File: src/rtl/std_arbiter.sv
`default_nettype none
// ============================================================================
// Module   : std_arbiter
// Brief    : Packet-aware round-robin arbiter; locks onto a source until its
//            last beat, with a single registered output stage.
// Revision : 1.0 - initial release
// ============================================================================
module std_arbiter #(
    parameter int  NUM_INPUTS = 4,
    parameter int  DATA_WIDTH = 32,
    localparam int ID_WIDTH   = (NUM_INPUTS > 1) ? $clog2(NUM_INPUTS) : 1
) (
    input  logic                             clk,
    input  logic                             rst,
    input  logic [NUM_INPUTS-1:0]            valid_input,
    output logic [NUM_INPUTS-1:0]            ready_input,
    input  logic [NUM_INPUTS*DATA_WIDTH-1:0] data_input,
    input  logic [NUM_INPUTS-1:0]            last_input,
    output logic                             valid_output,
    input  logic                             ready_output,
    output logic [DATA_WIDTH-1:0]            data_output,
    output logic                             last_output,
    output logic [ID_WIDTH-1:0]              id_output
);

    localparam logic [0:0] ST_IDLE   = 1'b0;
    localparam logic [0:0] ST_LOCKED = 1'b1;

    logic [0:0]            r_mode;
    logic [ID_WIDTH-1:0]   r_lock;
    logic [ID_WIDTH-1:0]   r_ptr;
    logic                  r_valid;
    logic [DATA_WIDTH-1:0] r_data;
    logic                  r_last;
    logic [ID_WIDTH-1:0]   r_id;

    logic                  w_enable;
    logic                  w_gnt_any;
    logic [ID_WIDTH-1:0]   w_gnt;
    logic                  w_xfer;
    logic                  w_gnt_last;
    logic [DATA_WIDTH-1:0] w_gnt_data;

    // (base + off) mod NUM_INPUTS, with base < NUM_INPUTS and off <= NUM_INPUTS
    function automatic logic [ID_WIDTH-1:0] rr_index(input logic [ID_WIDTH-1:0] base,
                                                     input int off);
        int s;
        s = int'(base) + off;
        if (s >= NUM_INPUTS) s = s - NUM_INPUTS;
        return ID_WIDTH'(s);
    endfunction

    assign w_enable = !rst && (!r_valid || ready_output);

    // Descending scan so the candidate closest to the pointer is assigned last and wins
    always_comb begin
        w_gnt_any = 1'b0;
        w_gnt     = '0;
        if (r_mode == ST_LOCKED) begin
            w_gnt_any = 1'b1;
            w_gnt     = r_lock;
        end else begin
            for (int k = NUM_INPUTS - 1; k >= 0; k--) begin
                if (valid_input[rr_index(r_ptr, k)]) begin
                    w_gnt_any = 1'b1;
                    w_gnt     = rr_index(r_ptr, k);
                end
            end
        end
    end

    assign w_gnt_data = data_input[int'(w_gnt)*DATA_WIDTH +: DATA_WIDTH];
    assign w_gnt_last = last_input[w_gnt];
    assign w_xfer     = w_enable && w_gnt_any && valid_input[w_gnt];

    for (genvar i = 0; i < NUM_INPUTS; i++) begin : g_ready
        assign ready_input[i] = w_enable && w_gnt_any && (w_gnt == ID_WIDTH'(i));
    end

    always_ff @(posedge clk) begin
        if (rst) begin
            r_mode  <= ST_IDLE;
            r_lock  <= '0;
            r_ptr   <= '0;
            r_valid <= 1'b0;
            r_data  <= '0;
            r_last  <= 1'b0;
            r_id    <= '0;
        end else if (w_xfer) begin
            r_valid <= 1'b1;
            r_data  <= w_gnt_data;
            r_last  <= w_gnt_last;
            r_id    <= w_gnt;
            if (w_gnt_last) begin
                r_mode <= ST_IDLE;
                r_ptr  <= rr_index(w_gnt, 1);
            end else begin
                r_mode <= ST_LOCKED;
                r_lock <= w_gnt;
            end
        end else if (ready_output) begin
            r_valid <= 1'b0;
        end
    end

    assign valid_output = r_valid;
    assign data_output  = r_data;
    assign last_output  = r_last;
    assign id_output    = r_id;

endmodule
`default_nettype wire

File: config.mk
export PLATFORM = sky130hd
export DESIGN_NAME = std_arbiter
export DESIGN_NICKNAME = d
export VERILOG_FILES = /design/src/rtl/std_arbiter.sv
export SDC_FILE = /design/constraint.sdc
export NUM_CORES = 1
export LEC_CHECK = 0
export BUFFER_PORTS_ARGS = -buffer_cell sky130_fd_sc_hd__buf_2
export CORE_MARGIN = 5
export CORE_UTILIZATION = 47
export CTS_BUF_LIST = sky130_fd_sc_hd__clkbuf_2 sky130_fd_sc_hd__clkbuf_4 sky130_fd_sc_hd__clkbuf_8
export CTS_CLUSTER_DIAMETER = 120
export DETAILED_ROUTE_END_ITERATION = 12
export PLACE_DENSITY = 0.94
export SLEW_MARGIN = 40
export SYNTH_ARGS = -nofsm -noshare
export SYNTH_HDL_FRONTEND = slang
export SYNTH_SLANG_ARGS = --single-unit
export TNS_END_PERCENT = 100
File: constraint.sdc
create_clock -name clk -period 5.9 [get_ports clk]
set_input_delay 0.295 -clock clk [delete_from_list [all_inputs] [get_ports clk]]
set_output_delay 0.295 -clock clk [all_outputs]
set_load 0.01 [all_outputs]
==> results of run 1 <==
[sequential cells by signal (all words and copies together) (netlist names)]
signal	flops
id_output	2
r_ptr	2
r_lock	2
last_output	1
r_mode	1
data_output	32
valid_output	1
[kinds of logic (layout without fill, tap and decap cells)]
family                 after synthesis  count (layout)  synth area share
multiplexers                         2               2          0.007689
AND/OR/NAND/NOR                    198             198            0.2926
XOR/XNOR                             1               1          0.003167
flip-flops                          41              41            0.2967
buffers and inverters               42             196           0.07553
AO/OA/AOI/OAI                      160             160            0.3243
[final cells by class]
class                      count  area (µm²)
timing repair buffer         183       928.4
multi-input combinational    361        1752
fill                         519        2082
inverter                       5       18.77
tap                           75       93.84
clock buffer                   7       90.09
sequential                    41       820.8
clock inverter                 1       30.03
[layer usage]
| layer | global-route usage | vias up |
|---|---|---|
| met3 | 0.06179 | 22 |
| met2 | 0.4131 | 197 |
| li1 | - | 1803 |
| met5 | 0 | - |
| met1 | 0.2327 | 1588 |
| met4 | 0.1133 | 0 |
[per-stage QoR]
step	power [mW]	area (µm²)	util	worst slack [ps]
after CTS	1.437	3734	0.6420	3049
after floorplan	0.9877	2766	-	3831
final	1.426	3734	0.6420	3007
after global placement	1.167	3608	0.6205	3197
after detailed placement	1.199	3613	0.6213	3087
after global routing	1.547	3734	0.6420	2796
[synthesized netlist by cell type (all sizes together), types with 2 or more instances]
library cell and n:
nand2 169, inv 5, clkbuf 15, a221o 2, a211oi 2, or4 2, nor2 3, o21ai 36
and2 2, o211a 2, nor2b 2, nand3 4, dfxtp 41, buf 22, o211ai 2, a22o 2
nor3 5, a21oi 108, nand2b 5
[power groups by stage]
stage | Sequential [mW] | Combinational, mW | Clock (mW)
after floorplan | 0.414 | 0.573 | 0
after global placement | 0.390 | 0.776 | 0
after detailed placement | 0.393 | 0.806 | 0
after CTS | 0.388 | 0.810 | 0.239
after global routing | 0.396 | 0.901 | 0.250
final | 0.388 | 0.808 | 0.230
[worst paths after layout]
check	to	slack [ps]	depth (start not counted)
setup reg to reg	r_ptr[0]$_SDFFE_PP0P_	3040	8
hold / removal	valid_output$_SDFFE_PP0P_	320	3
hold reg to reg	data_output[22]$_SDFFE_PP0P_	450	2
setup / recovery	ready_input[3]	3010	7
[worst register-to-register path, stage by stage, from the launching register on]
cell and delay (ps):
dfxtp_1 500, mux2_2 400, a21oi_1 280, nor2_4 50, a221o_1 370, nand3_1 530
buf_4 360, nor3_1 90, a211oi_2 210
==> run_results.csv, run 1 <==
group,metric,value,unit
yosys,ys.flop_type,"dfxtp_1",
sta,fin_setup_tns,0,ps
yosys,synthArstFlopShare,0,
sta,tightestPinTransition,744.8,ps
worst_setup_path,worstSetupStartpointType,"flop",
clock_network,cts_sinks,41,
sta,timing.final.hold_violations,0,
floorplan,rows,28,
clock_network,cts_tree,"done",
routing,drt_iter0_markers,176,
routing,wl_per_cell,13.35,µm
floorplan,core-area,0.005816,mm²
pwr,power_frac_seq,0.272,
worst_setup_path,critPathSlowestCell,"nand2_1",
global_routing,grt_pass1_wl,13990,µm
floorplan,ios,179,
yosys,synth_top_area_share,0.2967,
cells_and_area,mostFrequentLayoutCells,"buf_2, nand2_1, a21oi_1",
worst_setup_path,crit_start,"r_ptr[1]$_SDFFE_PP0P_",
sta,report.final.slew_viol_count,0,
worst_setup_path,critPathMaxStageDelay,490,ps
cells_and_area,antenna_cells,0,
cells_and_area,drive_above_1_share,0.3411,
sta,fin_worst_skew,10.63,ps
placement,dp.cells,665,
yosys,synth.distinct_cells,40,
sta,fmax,0.3456,GHz
status,run_status,"finished, final reports clean",
yosys,ys_ff_latch,41,
worst_setup_path,critPathTopFamily,"compound AO/OA/AOI/OAI gates",
clock_network,postCtsHoldBufs,0,
global_routing,antenna_found_initial,0,
routing,top_layer,"met4",
sta,post-route-period-util,0.4904,
routing,drt_pass1_iterations,5,
placement,dp_hpwl,6650,µm
sta,setup_violations,0,
yosys,synth_edf_count,0,
clock_network,cts_max_level,2,
clock_network,cts_made_buffers,5,
clock_network,clk_pin_slew,80,ps
routing,drcViolationCount,0,
pwr,intPower,772.3,µW
pwr,p_leak,1.819,nW
routing,drtAntennaViolNets,0,
yosys,synth_top_cells_by_area,"dfxtp_1, nand2_1, a21oi_1",
yosys,synth_warnings,0,
sta,rsz0062_at_grt,"no",
pwr,combPwrFrac,0.566,
placement,io_buffers,178,
cells_and_area,final_net_count,736,
worst_hold_path,hold_path.class,"input port to flop",
cells_and_area,stdcell_count,673,
worst_setup_path,r2r_start,"r_mode$_SDFFE_PP0P_",
worst_setup_path,path_buf_inv,2,
cells_and_area,final_common_cell,"buf_2",
sta,timing.hold.ws,320.6,ps
floorplan,start_util,0.4757,
clock_network,cts_setup_buffers,0,
cells_and_area,syn_to_final_growth,34.96,%
routing,wl_met3,1054,µm
global_routing,grt_pass1_vias,3410,
job,drv_cap,0,
floorplan,die_x,86.72,µm
clock_network,cts_buffer_depth,2,
worst_setup_path,cp_cell_sequence,"a21boi_0 > a211oi_1 > o221ai_2 > nand2_1 > buf_4 > nor3_1 > buf_2",
routing,via_per_inst,5.364,
yosys,syn_avg_cell_area,6.231,µm²
clock_network,clk_latency,280,ps
yosys,syn_inst,444,
routing,finalWirelength,8987,µm
clock_network,ctsResizeCount,0,
worst_setup_path,path_max_fanout,22,
worst_setup_path,end_kind,"primary output",
floorplan,dieArea,0.007520,mm²
worst_hold_path,min_from,"ready_output",
clock_network,cts_root_buf,"clkbuf_8",
pwr,swShare,0.4584,
routing,wl_met1,3355,µm
yosys,seq_area_frac_synth,0.2967,
worst_setup_path,crit_arrival,2600,ps
sta,relSlewSlack,0.5021,
yosys,syn-num-nets,583,
global_routing,grt_max_degree,71,
worst_setup_path,required,5610,ps
global_routing,gr-usage-all-layers,0.2252,
yosys,syn_area,0.002766,mm²
sta,post-route-min-period,2893,ps
routing,met2_length,4426,µm
pwr,ir_drop,0.1978,mV
yosys,synth_top_cell_by_area,"dfxtp_1",
placement,globalplace.congestion,0.9324,
pwr,netSwitchingPower,653.7,µW
floorplan,die-height,86.72,µm
pwr,p_per_area,381.9,mW/mm²
worst_setup_path,crit_type,"flop to primary output",
routing,num_vias,3610,
pwr,clockPowerShare,0.161,
global_routing,grt_overflow,0,
Power figures use the tool's default switching activity.
==> run 2: changes to the inputs <==
- CORE_UTILIZATION: 47 -> 44
- PLACE_DENSITY: 0.94 -> 0.89
- clock period: 5.9 -> 2.7 ns (I/O delays scaled with it)
==> run 2 against run 1 <==
  * Count of clock-buffer cells in the layout down 2
  * Die area rose by 6.0%
  * Final cell count grew 0.59%
  * Non-clock buffer count is 4 higher
  * Register-to-register slack got worse by 2800 ps
  * Wire length increased by 1.7%
  * Final area is 0.10% higher
  * Sequential cell count did not move
  * Core utilization shrank 2.2 points
  * Global-route usage shrank 0.53 points
==> run_results.csv, run 2 (synthesis results as in run 1) <==
group,metric,value,unit
cells_and_area,mostFrequentLayoutCells,"buf_2, nand2_1, a21oi_1",
routing,num_vias,3592,
worst_hold_path,hold_path.class,"input port to flop",
sta,tightestPinTransition,691.1,ps
pwr,finalPower,3.050,mW
sta,fin_worst_skew,8.871,ps
worst_setup_path,required,2910,ps
worst_setup_path,end_kind,"flop",
pwr,ir_drop,0.4513,mV
worst_setup_path,worstSetupStartpointType,"flop",
clock_network,cts_made_buffers,5,
cells_and_area,final_net_count,740,
clock_network,clk_pin_slew,70,ps
floorplan,ios,179,
worst_setup_path,crit_start,"r_ptr[1]$_SDFFE_PP0P_",
worst_setup_path,r2r_cells,8,
sta,setup_violations,0,
worst_hold_path,min_path_cells,3,
sta,post-route-min-period,2457,ps
worst_hold_path,min_from,"ready_output",
worst_setup_path,worst_path_most_repeated_cell,"nand2_1",
worst_setup_path,path_max_fanout,70,
placement,globalplace.congestion,0.9048,
cells_and_area,multi_input_comb_area,0.001747,mm²
routing,wl_per_cell,13.50,µm
pwr,p_leak,1.823,nW
routing,finalWirelength,9138,µm
worst_setup_path,critPathTopFamily,"compound AO/OA/AOI/OAI gates",
global_routing,antenna_found_initial,0,
cells_and_area,seq_area,820.8,µm²
routing,drt_iter0_markers,117,
global_routing,gr-usage-all-layers,0.2198,
cells_and_area,n_fill_cell,574,
floorplan,die-height,89.29,µm
clock_network,cts_sinks,41,
worst_setup_path,critPathMaxStageDelay,570,ps
cells_and_area,syn_to_final_growth,35.10,%
cells_and_area,drive_above_1_share,0.3455,
routing,drtAntennaViolNets,0,
clock_network,clk_latency,290,ps
worst_setup_path,r2r_start,"r_ptr[1]$_SDFFE_PP0P_",
worst_setup_path,reg2reg_to,"r_ptr[0]$_SDFFE_PP0P_",
global_routing,grt_overflow,0,
worst_setup_path,cp.depth,8,
routing,drcViolationCount,0,
clock_network,cts_buffer_depth,2,
global_routing,grt_pass1_wl,13970,µm
floorplan,start_util,0.4591,
job,drv_cap,0,
worst_setup_path,crit_arrival,2660,ps
worst_setup_path,crit_type,"flop to flop",
placement,io_buffers,178,
sta,timing.final.hold_violations,0,
cells_and_area,final_common_cell,"buf_2",
routing,drt_pass1_iterations,4,
sta,rsz0062_at_grt,"no",
clock_network,cts_tree,"done",
sta,report.final.slew_viol_count,0,
clock_network,cts_root_buf,"clkbuf_8",
sta,timing.hold.ws,163.5,ps
sta,relSlewSlack,0.5393,
status,run_status,"finished, final reports clean",
sta,fin_setup_tns,0,ps
clock_network,cts_setup_buffers,0,
cells_and_area,antenna_cells,0,
worst_setup_path,critPathSlowestCell,"buf_4",
worst_setup_path,r2r_slack,240,ps
pwr,p_per_area,816.0,mW/mm²
worst_setup_path,path_buf_inv,1,
placement,dp_hpwl,6929,µm
floorplan,die_x,89.29,µm
routing,via_per_inst,5.306,
worst_hold_path,whs_endpoint,"valid_output$_SDFFE_PP0P_",
clock_network,postCtsHoldBufs,0,
clock_network,ctsResizeCount,0,
sta,post-route-period-util,0.9101,
floorplan,rows,28,
global_routing,grt_max_degree,71,
sta,fmax,0.4070,GHz
floorplan,dieArea,0.007973,mm²
clock_network,cts_max_level,2,
cells_and_area,largest_register_ffs,32,
worst_setup_path,cp_cell_sequence,"mux2_2 > a21oi_1 > nor2_4 > buf_4 > nand2_1 > o211ai_1 > nand2_1 > a211oi_2",
floorplan,core-area,0.006026,mm²
global_routing,grt_pass1_vias,3381,
-- run 2: per-stage QoR --
stage	cells	cell area [µm²]	setup slack, ps	util
detailed placement	669	3651	274.1	0.6059
CTS	677	3737	269.4	0.6202
global route	677	3737	36.19	0.6202
floorplan	444	2766	639.6	-
global placement	669	3651	369.0	0.6059
finish	677	3737	242.7	0.6202
-- run 2: layout make-up --
class | instances | share of cell area
clock inverters | 3 | 0.004687
multi-input cells | 361 | 0.4674
inverters | 5 | 0.005022
flip-flops and latches | 41 | 0.2196
clock buffers | 5 | 0.01841
well taps | 75 | 0.02511
repair buffers | 187 | 0.2598
-- run 2: worst max path at each step --
stage	endpoint	slack (ps)
finish	r_ptr[0]$_SDFFE_PP0P_	240
global route	data_output[6]$_SDFFE_PP0P_	40
CTS	data_output[1]$_SDFFE_PP0P_	270
detailed placement	data_output[15]$_SDFFE_PP0P_	270
global placement	r_ptr[0]$_SDFFE_PP0P_	370
floorplan	data_output[19]$_SDFFE_PP0P_	640
-- run 2: worst min-delay path, cell delays in order --
cell,delay [ps]
buf_2,80
nand2b_1,120
a21oi_1,70
-- run 2: per-layer routing --
metal	vias up	global-route usage	wire [µm]
li1	1811	-	-
met1	1581	0.2311	3397
met2	173	0.4099	4582
met3	27	0.05991	962
met4	0	0.08931	196
met5	-	0	0
-- run 2: power by group --
group,switching (mW),internal (mW),total (mW),leakage (nW)
sequential,0.0926,0.755,0.847,0.334
clock,0.205,0.178,0.383,0.0439
combinational,1.15,0.667,1.82,1.44
total,1.45,1.60,3.05,1.82
